$ cat config.mk
export PLATFORM = sky130hd
export DESIGN_NAME = usb_uart_line_reader
export DESIGN_NICKNAME = d
export VERILOG_FILES = /design/src/rtl/usb_uart_line_reader.sv
export SDC_FILE = /design/constraint.sdc
export NUM_CORES = 1
export LEC_CHECK = 0
export BUFFER_PORTS_ARGS = -buffer_cell sky130_fd_sc_hd__buf_2
export CAP_MARGIN = 20
export CORE_ASPECT_RATIO = 0.8
export CORE_MARGIN = 2
export CORE_UTILIZATION = 62
export CTS_CLUSTER_SIZE = 28
export DETAILED_ROUTE_END_ITERATION = 7
export PLACE_DENSITY = 0.8
export SETUP_SLACK_MARGIN = 0.02
export SLEW_MARGIN = 0
export SYNTH_ARGS = -nofsm -noshare
export SYNTH_HDL_FRONTEND = slang
export SYNTH_SLANG_ARGS = --single-unit
$ cat constraint.sdc
create_clock -name clk_48mhz -period 3.3 [get_ports clk_48mhz]
set_clock_uncertainty 0.15 [all_clocks]
set_input_delay 0.33 -clock clk_48mhz [delete_from_list [all_inputs] [get_ports clk_48mhz]]
set_output_delay 0.33 -clock clk_48mhz [all_outputs]
set_load 0.03 [all_outputs]
$ cat src/rtl/usb_uart_line_reader.sv
`default_nettype none
// ============================================================================
//  Module   : usb_uart_line_reader
//  Purpose  : Pulls bytes from the usb_uart read port and assembles them into
//             an LF-terminated line buffer. A complete line is held for a
//             consumer, which reads it through a registered random-access port
//             and releases it with line_ack. No bytes are fetched while a line
//             is held, so USB flow control pushes back on the host.
//  Ports    : clk_48mhz  - 48 MHz USB-domain clock
//             reset      - synchronous, active-high
//             uart_re    - read request to usb_uart (registered)
//             uart_do    - read data from usb_uart
//             uart_wait  - usb_uart busy / no data
//             line_valid - a complete line is held
//             line_len   - payload byte count of the held line
//             line_ovf   - held line exceeded MAX_LEN, excess bytes dropped
//             line_addr  - consumer byte index
//             line_data  - byte at line_addr, one cycle of read latency
//             line_ack   - consumer releases the held line
//  Options  : USB_UART_LINE_READER_BACKSPACE_EN - 0x08/0x7F erase the last
//             byte instead of being stored.
//  Revision : 1.0 - initial release
// ============================================================================
module usb_uart_line_reader #(
  parameter int MAX_LEN = 32,
  parameter int AW      = $clog2(MAX_LEN),
  parameter int LW      = $clog2(MAX_LEN + 1)
) (
  input  logic          clk_48mhz,
  input  logic          reset,
  output logic          uart_re,
  input  logic [7:0]    uart_do,
  input  logic          uart_wait,
  output logic          line_valid,
  output logic [LW-1:0] line_len,
  output logic          line_ovf,
  input  logic [AW-1:0] line_addr,
  output logic [7:0]    line_data,
  input  logic          line_ack
);

  localparam logic [7:0]    C_LF  = 8'h0A;
  localparam logic [7:0]    C_CR  = 8'h0D;
  localparam logic [7:0]    C_BS  = 8'h08;
  localparam logic [7:0]    C_DEL = 8'h7F;
  localparam logic [LW-1:0] C_MAX = LW'(MAX_LEN);

  typedef enum logic [1:0] {
    S_FETCH = 2'd0,
    S_PROC  = 2'd1,
    S_HOLD  = 2'd2
  } state_t;

  state_t        r_state;
  state_t        w_state_nxt;
  logic          r_uart_re;
  logic [7:0]    r_byte;
  logic [LW-1:0] r_len;
  logic          r_ovf;
  logic          r_line_valid;
  logic [7:0]    r_mem [MAX_LEN];
  logic [7:0]    r_ram_q;
  logic          r_in_range;

  logic          w_xfer;
  logic          w_is_bs;
  logic          w_store;
  logic [LW-1:0] w_len_nxt;
  logic          w_ovf_nxt;

  assign w_xfer = (r_state == S_FETCH) && r_uart_re && !uart_wait;

`ifdef USB_UART_LINE_READER_BACKSPACE_EN
  assign w_is_bs = (r_byte == C_BS) || (r_byte == C_DEL);
`else
  assign w_is_bs = 1'b0;
`endif

  always_comb begin
    w_state_nxt = r_state;
    w_len_nxt   = r_len;
    w_ovf_nxt   = r_ovf;
    w_store     = 1'b0;
    case (r_state)
      S_FETCH: begin
        if (w_xfer) begin
          w_state_nxt = S_PROC;
        end
      end
      S_PROC: begin
        w_state_nxt = S_FETCH;
        if (r_byte == C_LF) begin
          w_state_nxt = S_HOLD;
        end else if (r_byte == C_CR) begin
          w_state_nxt = S_FETCH;
        end else if (w_is_bs) begin
          if (r_len != '0) begin
            w_len_nxt = r_len - LW'(1);
          end
        end else if (r_len < C_MAX) begin
          w_store   = 1'b1;
          w_len_nxt = r_len + LW'(1);
        end else begin
          // Saturated: the byte is dropped and the line is flagged.
          w_ovf_nxt = 1'b1;
        end
      end
      S_HOLD: begin
        if (line_ack) begin
          w_state_nxt = S_FETCH;
          w_len_nxt   = '0;
          w_ovf_nxt   = 1'b0;
        end
      end
      default: begin
        w_state_nxt = S_FETCH;
      end
    endcase
  end

  always_ff @(posedge clk_48mhz) begin
    if (reset) begin
      r_state      <= S_FETCH;
      r_uart_re    <= 1'b0;
      r_byte       <= 8'h00;
      r_len        <= '0;
      r_ovf        <= 1'b0;
      r_line_valid <= 1'b0;
      r_in_range   <= 1'b0;
    end else begin
      r_state      <= w_state_nxt;
      // Request follows the current state one cycle late and drops on the
      // transfer edge, so there is always an idle cycle between requests.
      r_uart_re    <= (r_state == S_FETCH) && !w_xfer;
      if (w_xfer) begin
        r_byte <= uart_do;
      end
      r_len        <= w_len_nxt;
      r_ovf        <= w_ovf_nxt;
      r_line_valid <= (w_state_nxt == S_HOLD);
      r_in_range   <= (LW'(line_addr) < r_len);
    end
  end

  // Plain write / registered read with no reset so the array maps to block RAM;
  // the range mask is applied after the RAM output register.
  always_ff @(posedge clk_48mhz) begin
    if (w_store && !reset) begin
      r_mem[r_len[AW-1:0]] <= r_byte;
    end
    r_ram_q <= r_mem[line_addr];
  end

  assign uart_re    = r_uart_re;
  assign line_valid = r_line_valid;
  assign line_len   = r_len;
  assign line_ovf   = r_ovf;
  assign line_data  = r_in_range ? r_ram_q : 8'h00;

endmodule
`default_nettype wire
==> key figures <==
Drt
  • Vias: 6,285
  • DRC errors left: 0
  • WL final: 24,100 um
  • Post-route ant nets: 0
  • DR pass1 iterations: 5
  • DR iter-0 viols: 743
  • Mean number of vias per cell: 6.45
  • Routed WL per cell: 24.7 um

CTS
  • H-tree levels: 1
  • CTS Buf Count: 27
  • Resize count post-CTS: 0
  • Setup Buffers After CTS: 0
  • Hold_buf cts: 13
  • Clock Latency Late Sink: 530 ps
  • CTS Sinks: 284
  • CTS Buffer Depth: 3
  • TritonCTS clock tree: done
  • Clock root buffer: clkbuf_16
  • CTS clock-pin slew for the worst setup and hold paths: 60 ps

Placement
  • GPL Wtd Cong: 0.982
  • Buffers on Ports: 33
  • Post-DP HPWL: 15,500 um
  • Pre-CTS WS: 593 ps

Timing
  • Pins Over Slew Limit: 0
  • Worst setup margin: 557 ps
  • TNS Setup: 0 ps
  • Least-Margin Pin Slew: between 900 and 1000 ps
  • Finish-stage setup viols: 0
  • Slew headroom: 36.4%
  • Period minus WS final: 2740 ps
  • Period utilization: 83.1%
  • Final Hold Viols: 0
  • Fmax: 0.365 GHz
  • WHS: 10.9 ps
  • RSZ-0062 raised after global routing: false

Power
  • P per Cell Area: between 500 and 600 nW/um^2
  • LEAKAGE: roughly 4.4 nW
  • Worst vdd ir: 0.000476 V

Synthesis
  • Dominant cell type by area after synthesis: edfxtp_1
  • Syn Inst Count: 640
  • Netlist cell types: 49
  • Post-synth top cells: edfxtp_1 (256), mux2i_1 (64), nor2_1 (39)
  • Largest cells by area after synthesis: edfxtp_1 (68%), mux2i_1 (5.7%), dfxtp_1 (5.0%)
  • Syn_area_per_cell: 17.6 um^2
  • Ys async rst share: 0%
  • #FFs+latches synth: between 200 and 300
  • Main flop type after synthesis: edfxtp_1
  • Post-synthesis sequential area ratio: 73.4%
  • Post-synth EDFFs: 256
  • Post-Synthesis Cell Area: 11,200 um^2
  • Post-synth top area share: 68.4%
  • Synth Net Count: 665
  • Most instantiated library cell after synthesis: edfxtp_1
  • Yosys warning count: 0

Setup path
  • Crit Path Class: reg2reg
  • Critical-path cell list: and3b_1 -> o211ai_1 -> nand4b_1 -> nor2_1
  • Crit path launch type: flip-flop
  • Largest stage delay on the critical path: around 640 ps
  • CP delay by family, top: simple AND/OR/NAND/NOR gates
  • Critical Path End Type: flip-flop
  • Worst Path Arrival: 2750 ps
  • CP max stage cell: nor2_1
  • Crit path buffers/inverters: 0
  • Max FO, Critical Path: 9
  • Worst EP required: 3310 ps

Hold path
  • Hold/Removal Path Class: in2reg

Global route
  • Vias in the first global route: 6,392
  • Largest net degree at the start of global routing: 62
  • Initial antenna violation count: 0
  • GRT Overall Usage: 25.8%
  • First-pass GRT wire length: 37,100 um
  • GRT Residual Overflow: 0

Finish
  • Layout net count: ~750
  • Area delta synth->final: 14.0%
  • Share of layout cells above drive strength 1: 18.0%
  • ANT cells: 0

Outcome
  • Status: complete, no violations

Floorplan
  • Die ar.: between 15,000 and 20,000 um^2
  • Die width: ~150 um
  • Ports: 34
  • Core area: 17,900 um^2
  • Site Rows: 44
  • Die height: about 120 um
  • Starting Density: a little over three fifths

Run
  • Max Cap Violations: 0
==> worst paths after layout <==
kind	end	slack, ps	cells past startpoint	from
worst min register to register	uart_re	390	1	r_state[0]
worst max register to register	r_mem[26][4]	560	4	r_byte[0]
worst max-delay path	r_mem[26][4]	560	4	r_byte[0]
worst min-delay path	r_byte[4]	10	4	uart_wait
==> worst reg2reg max path, delay by kind of cell, from the launching register on <==
kind | cells | cell delay [ps]
AOI/OAI and AO/OA | 1 | 590
and+or+nand+nor | 3 | 1300
DFF | 1 | 330
==> metal layers <==
layer  part of all wire, %  routed length (um)  track usage [%]
met3                   8.9                2150             4.00
met4                   2.5                 600             6.64
met1                    41                9790             38.2
met5                     0                   0                0
met2                    48               11500             41.2
==> cells in the final DEF, fill, tap and decap left out, types with 9 or more instances in the layout <==
cell type      count
edfxtp_1         256
clkbuf_1          11
nor2_1            39
mux4_2            18
a22oi_1           32
nand2_1           23
buf_2             32
mux4_1            14
nand3_1           31
and2_1            10
buf_4             39
mux2i_1           64
dlygate4sd3_1     13
a21oi_1           11
dfxtp_1           28
inv_1              9
clkbuf_16         27
==> state kept, by name, summed over array words and instances, names as in the netlist <==
register	flops
r_in_range	1
r_state	2
uart_re	1
r_mem	256
r_ram_q	8
line_ovf	1
line_len	6
line_valid	1
r_byte	8
==> through the flow <==
stage / utilization [%] / area (um^2) / std cells / power, mW
6_report: 71.4 / 12800 / 974 / 7.28
5_1_grt: 71.4 / 12800 / 974 / 7.48
4_1_cts: 71.4 / 12800 / 974 / 7.32
3_5_place_dp: 65.9 / 11800 / 911 / 4.39
3_3_place_gp: 65.9 / 11800 / 911 / 4.38
2_1_floorplan: - / 11200 / 640 / 4.27
==> layout make-up <==
class,count,area (um^2)
Inverter,9,33.8
Clock inverter,10,103
Timing Repair Buffer,85,603
Sequential cell,284,8250
Fill cell,1103,5140
Multi-Input combinational cell,316,2790
Clock buffer,40,744
Tap cell,230,288
==> logic make-up (layout without fill, tap and decap cells) <==
| group | count (synthesis) | count (layout) | synth area share, % |
|---|---|---|---|
| compound gates | 78 | 78 | 5.25 |
| fa+ha+maj | 8 | 8 | 0.891 |
| buf+inv | 40 | 144 | 1.80 |
| flops | 284 | 284 | 73.4 |
| mux | 96 | 96 | 12.6 |
| simple gates | 134 | 134 | 6.08 |
==> power breakdown <==
group          switching (mW)  internal (mW)  total, mW
registers              0.0219           3.94       3.96
clock network            1.23           1.72       2.95
logic                   0.237          0.139      0.376
total                    1.49           5.79       7.28
(Power assumes the default switching activity.)
